[config.mk]
export PLATFORM = sky130hd
export DESIGN_NAME = seq_shifter
export DESIGN_NICKNAME = d
export VERILOG_FILES = /design/src/rtl/seq_shifter.sv
export SDC_FILE = /design/constraint.sdc
export NUM_CORES = 1
export LEC_CHECK = 0
export ABC_AREA = 1
export CORE_MARGIN = 3
export CORE_UTILIZATION = 48
export CTS_BUF_LIST = sky130_fd_sc_hd__clkbuf_8
export DETAILED_ROUTE_END_ITERATION = 10
export PLACE_DENSITY = 0.85
export SETUP_SLACK_MARGIN = 0.02
export SLEW_MARGIN = 20
export SYNTH_ARGS = -nofsm -noshare
export SYNTH_HDL_FRONTEND = slang
export SYNTH_SLANG_ARGS = --single-unit
[constraint.sdc]
create_clock -name clk -period 1.6 [get_ports clk]
set_clock_uncertainty 0.05 [all_clocks]
set_input_delay 0.24 -clock clk [delete_from_list [all_inputs] [get_ports clk]]
set_output_delay 0.24 -clock clk [all_outputs]
set_load 0.01 [all_outputs]
[src/rtl/seq_shifter.sv]
// seq_shifter: multi-cycle barrel-free shifter (SLL/SRL/SRA/ROR), one bit per clock,
// with a valid/ready request port and a valid/ready result port.
module seq_shifter #(
    parameter int N = 32
) (
    input  logic                 clk,
    input  logic                 rst_n,
    input  logic                 in_valid,
    output logic                 in_ready,
    input  logic [N-1:0]         in_data,
    input  logic [$clog2(N)-1:0] in_shamt,
    input  logic [1:0]           in_op,
    output logic                 out_valid,
    input  logic                 out_ready,
    output logic [N-1:0]         out_data
);
    localparam int W = $clog2(N);

    typedef enum logic [1:0] {IDLE, SHIFT, DONE} state_t;

    state_t       state, state_nx;
    logic [N-1:0] work, work_nx, step;
    logic [W-1:0] cnt, cnt_nx;
    logic [1:0]   op, op_nx;

    // One-bit step for the latched op: 00 SLL, 01 SRL, 10 SRA, 11 ROR
    always_comb
        step = op == 2'b00 ? {work[N-2:0], 1'b0} :
               op == 2'b01 ? {1'b0, work[N-1:1]} :
               op == 2'b10 ? {work[N-1], work[N-1:1]} :
                             {work[0], work[N-1:1]};

    always_comb begin
        state_nx = state;
        work_nx  = work;
        cnt_nx   = cnt;
        op_nx    = op;
        case (state)
            IDLE:
                if (in_valid) begin
                    state_nx = SHIFT;
                    work_nx  = in_data;
                    cnt_nx   = in_shamt;
                    op_nx    = in_op;
                end
            SHIFT:
                if (cnt == '0)
                    state_nx = DONE;
                else begin
                    work_nx = step;
                    cnt_nx  = cnt - 1'b1;
                end
            DONE:
                if (out_ready)
                    state_nx = IDLE;
            default:
                state_nx = IDLE;
        endcase
    end

    always_ff @(posedge clk or negedge rst_n)
        if (!rst_n) begin
            state <= IDLE;
            work  <= '0;
            cnt   <= '0;
            op    <= '0;
        end else begin
            state <= state_nx;
            work  <= work_nx;
            cnt   <= cnt_nx;
            op    <= op_nx;
        end

    assign in_ready  = state == IDLE;
    assign out_valid = state == DONE;
    assign out_data  = work;
endmodule
-- Yosys cells after proc, flatten, opt, wreduce, memory -nomap -nowiden
Cells that the tools add are included.
W data, S select, Z words.
- add/subtract/negate cells: 1
- eq/ne operators: 9
- reductions and logical operators: 8
- multiplexer cells: 13
- operator list (cell ; count):
    $mux W32 ; 5
    $pmux W32 S2 ; 1
    $mux W5 ; 2
    $pmux W5 S2 ; 1
    $mux W2 ; 3
    $ne A2 B2 Y1 const B ; 3
    $pmux W2 S3 ; 1
    $reduce_and A3 Y1 ; 2
    $logic_not A5 Y1 ; 1
    $sub A5 B1 Y5 const B ; 1
    $eq A2 B1 Y1 const B ; 2
    $eq A2 B2 Y1 const B ; 2
    $logic_not A2 Y1 ; 2
    $ne A4 B4 Y1 const B ; 1
    $reduce_and A4 Y1 ; 1
    $ne A2 B1 Y1 const B ; 1
    $reduce_and A2 Y1 ; 1
    $reduce_bool A2 Y1 ; 1
- output and inout bits: 34
- register bits: 41
- bits of input ports: 43
- word-level logic and storage cells: 36

-- Logic depth before layout (Yosys ltp)
Gate-level depths: netlist of run 1.
- word-level depth: 6
- mapped depth: 9
- depth with buffers taken out: 8

-- Worst setup path after synthesis of run 1
No wires, ideal clock.
- path kind: reg-to-reg
- from: register state[1]
- to: register work[30], in the netlist out_data[30]
- stages on the path, launching flop included: 8
- data required time: 1.434 ns
- data arrival time: 1.176 ns
- path buffers: 1
- setup time: 0.116 ns
- slack: 0.258 ns
- period minus slack after synthesis: 1.342 ns
- cell sequence: dfrtp_1 > nor2_1 > nand2_1 > nand2_2 > buf_4 > inv_2 > nand2_1 > nand2_1
- longest elaborated chain between the ends: 3
- elaborated cells on any way between the ends: 7
- classes of those cells: eq/ne: 3; mux: 1; reduce/logical: 3
- ends and longest elaborated chain (element ; RTL line ; RTL):
    start, declared ; 21 ; state_t state, state_nx;
    start signal, assigned ; 68 ; state <= state_nx;
    $logic_not A2 Y1 (*) ; n/a ;
    net in_ready ; 9 ; output logic in_ready,
    $ne A2 B2 Y1 (no source line) or $reduce_bool A2 Y1 (tied branches) ; n/a ;
    $reduce_and A3 Y1 (no source line) ; n/a ;
    end signal, assigned ; 69 ; work <= work_nx;
    end, declared ; 22 ; logic [N-1:0] work, work_nx, step;
The timed path passes the listed nets; every way through them passes the cells marked *.
A chain may end at the register's enable or synchronous reset.

-- Worst setup path after layout of run 1
- from: register work[0], in the netlist out_data[0]
- to: output out_data[0]
- RTL lines (element ; RTL line ; RTL):
    end, declared ; 15 ; output logic [N-1:0] out_data
No word-level cell between the ends.

==> impl_metrics.tcl, run 1 <==
set metrics [dict create \
    fin_area_um2 3440 \
    cts_tree "done" \
    leakage_nw 1.802 \
    yosys.area_share.simple_pct 38.21 \
    finalMaxSlewViolations 0 \
    grtUsageMet3_pct 4.640 \
    avgSynthCellArea_um2 6.532 \
    layout-drive-gt1-share_pct 6.536 \
    yosys_warnings 0 \
    finish.utilization_pct 70.49 \
    fin_cells 526 \
    multi_input_area_um2 1174 \
    dp_cells 514 \
    drc_errors 0 \
    fin_crit_sh_pct 95.44 \
    grtUsageTotal_pct 21.65 \
    synth_seq_cells 41 \
    fin_nets 503 \
    p_clk_share_pct 8.6 \
    die_w_um 78.01 \
    swShare_pct 47.14 \
    drv_cap 0 \
    synthToLayoutAreaGrowth_pct 38.21 \
    die_area_um2 6085 \
    diodes 0 \
    grt-ovfl-total 0 \
    place_congestion 0.8615 \
    wl_um 6495 \
    start_util_pct 51.00 \
    p_comb_share_pct 66.8 \
    vias_per_cell 5.021 \
    first_pass_iters 5 \
    die_h_um 78.01 \
    num_vias 2641 \
    p_switching_mw 3.682 \
    hp-class "primary input to asynchronous set/reset pin" \
    max-clock-path-buffers 2 \
    ioPinCount 77 \
    fin_crit_ns 1.527 \
    max_stage_delay_ns 0.56 \
    cp_top_family "buffers and inverters" \
    relSlewSlack_pct 76.61 \
    drtIter0Drc 149 \
    antenna_found_initial 0 \
    crit_path_end_kind "output port" \
    path_buf_inv 1 \
    wire_per_inst_um 12.35 \
    synth_top_family_by_area "simple AND/OR/NAND/NOR gates" \
    grt_max_degree 45 \
    status "completed" \
    clock_sink_count 41 \
    cts_buffers 5 \
    synthAdderAreaFrac_pct 0.5028 \
    ff_latch_area_um2 1026 \
    fin_hold_ws_ns 0.4048 \
    postPlaceCellArea_um2 3313 \
    netlist_area_um2 2489 \
    grt_pass1_vias 2455 \
    synth_compound_area_share_pct 8.446 \
    crit_type "flop to output port" \
    p_seq_share_pct 24.6 \
    grt_pass1_wl_um 10740 \
    fin_ws_ns 0.07300 \
    num_rows 25 \
    setup_tns_ns 0 \
    crit_required_ns 1.31 \
    tightest_slew_ns 0.3509 \
    dp_hpwl_um 4432 \
    power.total_mw 7.811 \
    grt_util_met2_pct 36.73 \
    top_usage_layer "met2" \
    htreeDepth 2 \
    vdd_drop_max_mv 1.095 \
    ant_nets 0 \
    path_cells "clkdlybuf4s50_1" \
    synth.area.mux_share_pct 0 \
    synth_cells 381 \
    internal-power_mw 4.129 \
    coreArea_um2 4880 \
    start_kind "flop" \
    ys_types 20 \
    slowest_stage "clkdlybuf4s50_1" \
    clk_pin_slew_worst_paths_ns 0.07 \
    powerDensity_nw_per_um2 2271 \
    fillers 428 \
    insertion_delay_ns 0.29 \
    rsz0062_at_grt "true" \
    hold_viol 0 \
    synth_xor_area_share_pct 0 \
    dpl_worst_slack_ns 0.07805 \
    seq_area_frac_synth_pct 41.23 \
    clockRootBuffer "clkbuf_8" \
    fmax_mhz 654.9 \
    cp.arrival_ns 1.24 \
    syn_nets 425 \
    setup-violations-final 0 \
    grt_use_met1_pct 26.71 \
    path_max_fanout 3 \
    numPortBuffers 76 \
]
## timing repair
action / in CTS / in global routing
buffers inserted: 1 / 3
pin swaps: 0 / 1
endpoints found under the hold margin: 41 / 0
cloned: 0 / 0
resized for setup: 3 / 1
setup endpoints to repair: 2 / 34
hold buffers: 1 / 0
## logic make-up (layout without fill, tap and decap cells)
| family | Yosys count | after routing |
|---|---|---|
| flip-flops | 41 | 41 |
| AND/OR/NAND/NOR | 235 | 235 |
| buffers and inverters | 63 | 141 |
| AO/OA/AOI/OAI | 41 | 41 |
| adder cells (fa/ha/maj) | 1 | 1 |
## final cells by class
cell class	instances	area share, %
Tap cell	67	2.437
Multi-Input combinational cell	277	34.12
Clock buffer	6	2.401
Inverter	43	4.765
Sequential cell	41	29.83
Clock inverter	1	0.1091
Timing Repair Buffer	91	26.34
## sequential cells by signal (all words and copies together) (netlist names)
register,cells
op,2
out_data,32
state,2
cnt,5
## metal layers
layer  vias up  wire length [µm]
met4         0               108
met5         -                 0
met3        10               509
li1       1326                 -
met2       120              3072
met1      1185              2804
## cell usage after synthesis
master | count | area share, %
nand2_1 | 182 | 27
dfrtp_1 | 41 | 41
inv_1 | 39 | 5.9
nand3_1 | 37 | 7.4
o21ai_0 | 29 | 5.8
buf_2 | 12 | 2.4
nor2_1 | 9 | 1.4
o21ai_1 | 9 | 1.8
buf_4 | 6 | 1.8
inv_2 | 4 | 0.60
buf_6 | 2 | 0.90
nand4_1 | 2 | 0.50
or2_2 | 2 | 0.50
a21oi_1 | 1 | 0.20
ha_1 | 1 | 0.50
nand2_2 | 1 | 0.25
nor2_2 | 1 | 0.25
nor2_4 | 1 | 0.45
o21a_1 | 1 | 0.30
o31ai_1 | 1 | 0.30
## worst reg2reg max path, stage by stage (launching register included)
cell and delay, ns:
dfrtp_1 0.40, buf_4 0.15, nor2_4 0.19, buf_4 0.29, nand3_1 0.12, nand2_1 0.08, nand2_1 0.06, o21ai_1 0.08
## power by group through the flow
stage	clock, mW	combinational [mW]	sequential [mW]
2_1_floorplan	0	3.29	2.08
3_3_place_gp	0	4.91	1.92
3_5_place_dp	0	5.08	1.94
4_1_cts	0.696	5.14	1.92
5_1_grt	0.724	5.87	1.99
6_report	0.668	5.22	1.92
## final timing paths
kind,to,start,slack (ns),depth (start not counted)
worst min register to register,out_data[29],out_data[29],0.46,2
max in group asynchronous,cnt[1],rst_n,0.90,3
worst max-delay path,out_data[0],out_data[0],0.07,1
min in group clk,out_data[29],out_data[29],0.46,2
worst min-delay path,out_data[23],rst_n,0.40,3
worst max register to register,out_data[10],state[1],0.09,7
## cells in the final DEF, fill, tap and decap left out, drive strengths merged, types with 2 or more instances in the layout
cell,instances
nand2,183
clkdlybuf4s50,73
inv,44
dfrtp,41
o21ai,38
nand3,37
buf,15
nor2,11
clkbuf,6
nand4,2
or2,2
dlygate4sd2,2
No activity file was read; power rests on OpenSTA's default activity.
==> run 2, diff against run 1 <==
--- a/config.mk
+++ b/config.mk
@@ -12,6 +12,7 @@
 export DETAILED_ROUTE_END_ITERATION = 10
 export PLACE_DENSITY = 0.85
 export SETUP_SLACK_MARGIN = 0.02
+export SKIP_CTS_REPAIR_TIMING = 1
 export SLEW_MARGIN = 20
 export SYNTH_ARGS = -nofsm -noshare
 export SYNTH_HDL_FRONTEND = slang
==> impl_metrics.tcl, run 2 (synthesis results as in run 1) <==
set metrics [dict create \
    finalMaxSlewViolations 0 \
    path_cells "clkdlybuf4s50_1" \
    hp-class "primary input to asynchronous set/reset pin" \
    leakage_nw 1.835 \
    r2r_slack_ns 0.09 \
    fin_nets 503 \
    p_comb_share_pct 67.3 \
    fin_crit_sh_pct 95.40 \
    largest_reg_flops 32 \
    fmax_mhz 655.2 \
    grtUsageTotal_pct 21.48 \
    cp.arrival_ns 1.24 \
    htreeDepth 2 \
    p_seq_share_pct 24.3 \
    clockRootBuffer "clkbuf_8" \
    vias_per_cell 4.975 \
    p_clk_share_pct 8.4 \
    timing.rr.start "state[1]" \
    fillers 422 \
    reg2reg_depth 7 \
    crit_required_ns 1.31 \
    fin_crit_ns 1.526 \
    antenna_found_initial 0 \
    ant_nets 0 \
    multi_input_area_um2 1181 \
    timing.rr.end "out_data[10]" \
    cp_top_family "buffers and inverters" \
    diodes 0 \
    hold_viol 0 \
    ioPinCount 77 \
    critPathLaunch "out_data[0]" \
    max-clock-path-buffers 2 \
    clock_sink_count 41 \
    setup_tns_ns 0 \
    max_stage_delay_ns 0.56 \
    cts_tree "done" \
    tightest_slew_ns 0.3519 \
    place_congestion 0.8615 \
    powerDensity_nw_per_um2 2288 \
    path_depth 1 \
    cts_buffers 5 \
    swShare_pct 46.99 \
    dp_hpwl_um 4432 \
    start_kind "flop" \
    vdd_drop_max_mv 1.091 \
    postPlaceCellArea_um2 3313 \
    internal-power_mw 4.214 \
    num_rows 25 \
    final_common_cell "nand2_1" \
    crit_type "flop to output port" \
    crit_end "out_data[0]" \
    finish.utilization_pct 71.18 \
    die_h_um 78.01 \
    layout_common_cells "nand2_1 (182), clkdlybuf4s50_1 (73), inv_1 (40), dfrtp_1 (40), nand3_1 (37)" \
    start_util_pct 51.00 \
    fin_hold_ws_ns 0.4003 \
    coreArea_um2 4880 \
    layout-drive-gt1-share_pct 6.972 \
    grt_pass1_wl_um 10640 \
    wl_um 6622 \
    drtIter0Drc 164 \
    die_area_um2 6085 \
    ff_latch_area_um2 1027 \
    path_buf_inv 1 \
    die_w_um 78.01 \
    grt-ovfl-total 0 \
    status "completed" \
    wire_per_inst_um 12.59 \
    crit_path_end_kind "output port" \
    fin_area_um2 3473 \
    synthToLayoutAreaGrowth_pct 39.57 \
    setup-violations-final 0 \
    drc_errors 0 \
    first_pass_iters 4 \
    clk_pin_slew_worst_paths_ns 0.07 \
    numPortBuffers 76 \
    relSlewSlack_pct 76.54 \
    power.total_mw 7.948 \
    num_vias 2617 \
    grt_max_degree 45 \
    p_switching_mw 3.735 \
    insertion_delay_ns 0.29 \
    slowest_stage "clkdlybuf4s50_1" \
    path_max_fanout 3 \
    grt_pass1_vias 2442 \
    drv_cap 0 \
]
run 2: per-layer routing:
layer | global-route usage [%] | vias to the layer above | share of wire [%]
li1 | - | 1328 | -
met1 | 26.41 | 1176 | 45
met2 | 36.47 | 104 | 47
met3 | 4.640 | 9 | 6.6
met4 | 8.741 | 0 | 1.6
met5 | 0 | - | 0
run 2: worst min path at each step:
stage	from	endpoint	depth (start not counted)
floorplan	rst_n	cnt[0]	0
global placement	rst_n	out_data[16]	2
detailed placement	rst_n	out_data[16]	2
CTS	rst_n	out_data[23]	2
global route	rst_n	out_data[23]	3
finish	rst_n	out_data[15]	3
run 2: final cells by class:
cell class	instances	area share (%)
multi-input cells	277	34.01
flip-flops and latches	41	29.58
repair buffers	91	26.80
inverters	43	4.719
well taps	67	2.414
clock buffers	6	2.378
clock inverters	1	0.1081
run 2: per-stage QoR:
stage | cells | setup WS, ns
after global routing | 526 | -0.003653
after floorplan | 381 | 0.2581
after CTS | 521 | -0.1433
after global placement | 514 | 0.1440
final | 526 | 0.07364
after detailed placement | 514 | 0.07805
run 2: power groups by stage:
stage	Combinational (mW)	Clock (mW)	Sequential (mW)
after floorplan	3.29	0	2.08
after global placement	4.91	0	1.92
after detailed placement	5.08	0	1.94
after CTS	5.12	0.696	1.93
after global routing	6.01	0.728	2.00
final	5.35	0.671	1.93
==> run 3, diff against run 2 <==
--- a/config.mk
+++ b/config.mk
@@ -6,10 +6,11 @@
 export NUM_CORES = 1
 export LEC_CHECK = 0
 export ABC_AREA = 1
-export CORE_MARGIN = 3
+export CORE_MARGIN = 1
 export CORE_UTILIZATION = 48
 export CTS_BUF_LIST = sky130_fd_sc_hd__clkbuf_8
 export DETAILED_ROUTE_END_ITERATION = 10
+export GPL_ROUTABILITY_DRIVEN = 1
 export PLACE_DENSITY = 0.85
 export SETUP_SLACK_MARGIN = 0.02
 export SKIP_CTS_REPAIR_TIMING = 1
==> impl_metrics.tcl, run 3 (synthesis results as in run 1) <==
set metrics [dict create \
    status "completed" \
    diodes 0 \
    leakage_nw 1.832 \
    relSlewSlack_pct 62.71 \
    rsz0062_at_grt "true" \
    dp_cells 514 \
    start_util_pct 51.33 \
    die_area_um2 5477 \
    vdd_drop_max_mv 1.385 \
    numPortBuffers 76 \
    htreeDepth 2 \
    ff_latch_area_um2 1027 \
    largest_reg_flops 32 \
    cts_tree "done" \
    setup-violations-final 0 \
    path_max_fanout 3 \
    die_w_um 74.01 \
    path_cells "clkdlybuf4s50_1" \
    layout-drive-gt1-share_pct 6.987 \
    start_kind "flop" \
    tightest_slew_ns 0.5594 \
    p_switching_mw 3.689 \
    fin_area_um2 3452 \
    synthToLayoutAreaGrowth_pct 38.71 \
    wire_per_inst_um 11.90 \
    final_common_cell "nand2_1" \
    cp_top_family "buffers and inverters" \
    finalMaxSlewViolations 0 \
    num_rows 25 \
    place_congestion 0.8273 \
    wl_um 6250 \
    slowest_stage "clkdlybuf4s50_1" \
    fin_cells 525 \
    crit_required_ns 1.31 \
    path_depth 1 \
    fin_crit_ns 1.539 \
    drtIter0Drc 189 \
    p_clk_share_pct 8.3 \
    clk_pin_slew_worst_paths_ns 0.08 \
    internal-power_mw 4.107 \
    dp_hpwl_um 4336 \
    cts_buffers 5 \
    postPlaceCellArea_um2 3313 \
    crit_type "flop to output port" \
    grtUsageTotal_pct 23.69 \
    dpl_worst_slack_ns 0.04279 \
    powerDensity_nw_per_um2 2258 \
    power.total_mw 7.796 \
    grt_pass1_vias 2328 \
    swShare_pct 47.32 \
    clockRootBuffer "clkbuf_8" \
    fin_ws_ns 0.06062 \
    multi_input_area_um2 1186 \
    hold_viol 0 \
    cp.arrival_ns 1.25 \
    num_vias 2573 \
    hp-class "primary input to asynchronous set/reset pin" \
    reg2reg_depth 7 \
    ant_nets 0 \
    max_stage_delay_ns 0.57 \
    ioPinCount 77 \
    drc_errors 0 \
    clock_sink_count 41 \
    max-clock-path-buffers 2 \
    antenna_found_initial 0 \
    grt_pass1_wl_um 9949 \
    grt-ovfl-total 0 \
    layout_common_cells "nand2_1 (182), clkdlybuf4s50_1 (72), dfrtp_1 (40)" \
    coreArea_um2 4848 \
    r2r_slack_ns 0.08 \
    p_comb_share_pct 66.9 \
    crit_path_end_kind "output port" \
    fin_nets 501 \
    p_seq_share_pct 24.8 \
    insertion_delay_ns 0.29 \
    fillers 395 \
    grt_max_degree 47 \
    vias_per_cell 4.901 \
    fin_crit_sh_pct 96.21 \
    die_h_um 74.01 \
    first_pass_iters 4 \
    fmax_mhz 649.6 \
    path_buf_inv 1 \
    drv_cap 0 \
]
## run 3: cell count changes in the layout (fill, tap and decap cells not counted), sizes merged
cell | before | now
dlymetal6s2s | 2 | 3
buf | 14 | 13
clkbuf | 7 | 5
clkdlybuf4s50 | 73 | 72
clkinv | 0 | 2
## run 3: area by class of cell
| type | count | area share (%) |
|---|---|---|
| sequential | 41 | 29.76 |
| clock inverter | 3 | 0.3987 |
| tap | 67 | 2.428 |
| clock buffer | 5 | 1.993 |
| timing repair buffer | 89 | 26.31 |
| multi-input combinational | 277 | 34.36 |
| inverter | 43 | 4.748 |
## run 3: power by group through the flow
stage	clock, mW	sequential [mW]	combinational (mW)
CTS	0.664	1.93	5.11
finish	0.646	1.93	5.22
global route	0.706	2.00	5.89
global placement	0	1.93	4.92
floorplan	0	2.08	3.29
detailed placement	0	1.95	5.09
## run 3: layer usage
metal | part of all wire [%] | global-route usage (%) | wire (µm)
met5 | 0 | 0 | 0
met4 | 0.85 | 6.197 | 53
met3 | 7.2 | 5.285 | 450
met2 | 48 | 40.51 | 3010
met1 | 44 | 30.41 | 2735
## run 3: stage by stage
stage               util [%]  TNS, ns  hold WS, ns
global route           71.20        0       0.4533
CTS                    70.04  -0.2422      -0.1124
floorplan                  -        0      -0.1056
finish                 71.20        0       0.4311
global placement       68.34        0       0.1898
detailed placement     68.34        0       0.2057
## run 3: path summary, 6_finish.rpt
check,endpoint,startpoint
setup / recovery,out_data[1],out_data[1]
hold / removal,out_data[12],rst_n
setup reg to reg,out_data[29],state[1]
hold reg to reg,out_data[29],out_data[29]
max in group asynchronous,out_data[28],rst_n
min in group clk,state[1],out_ready
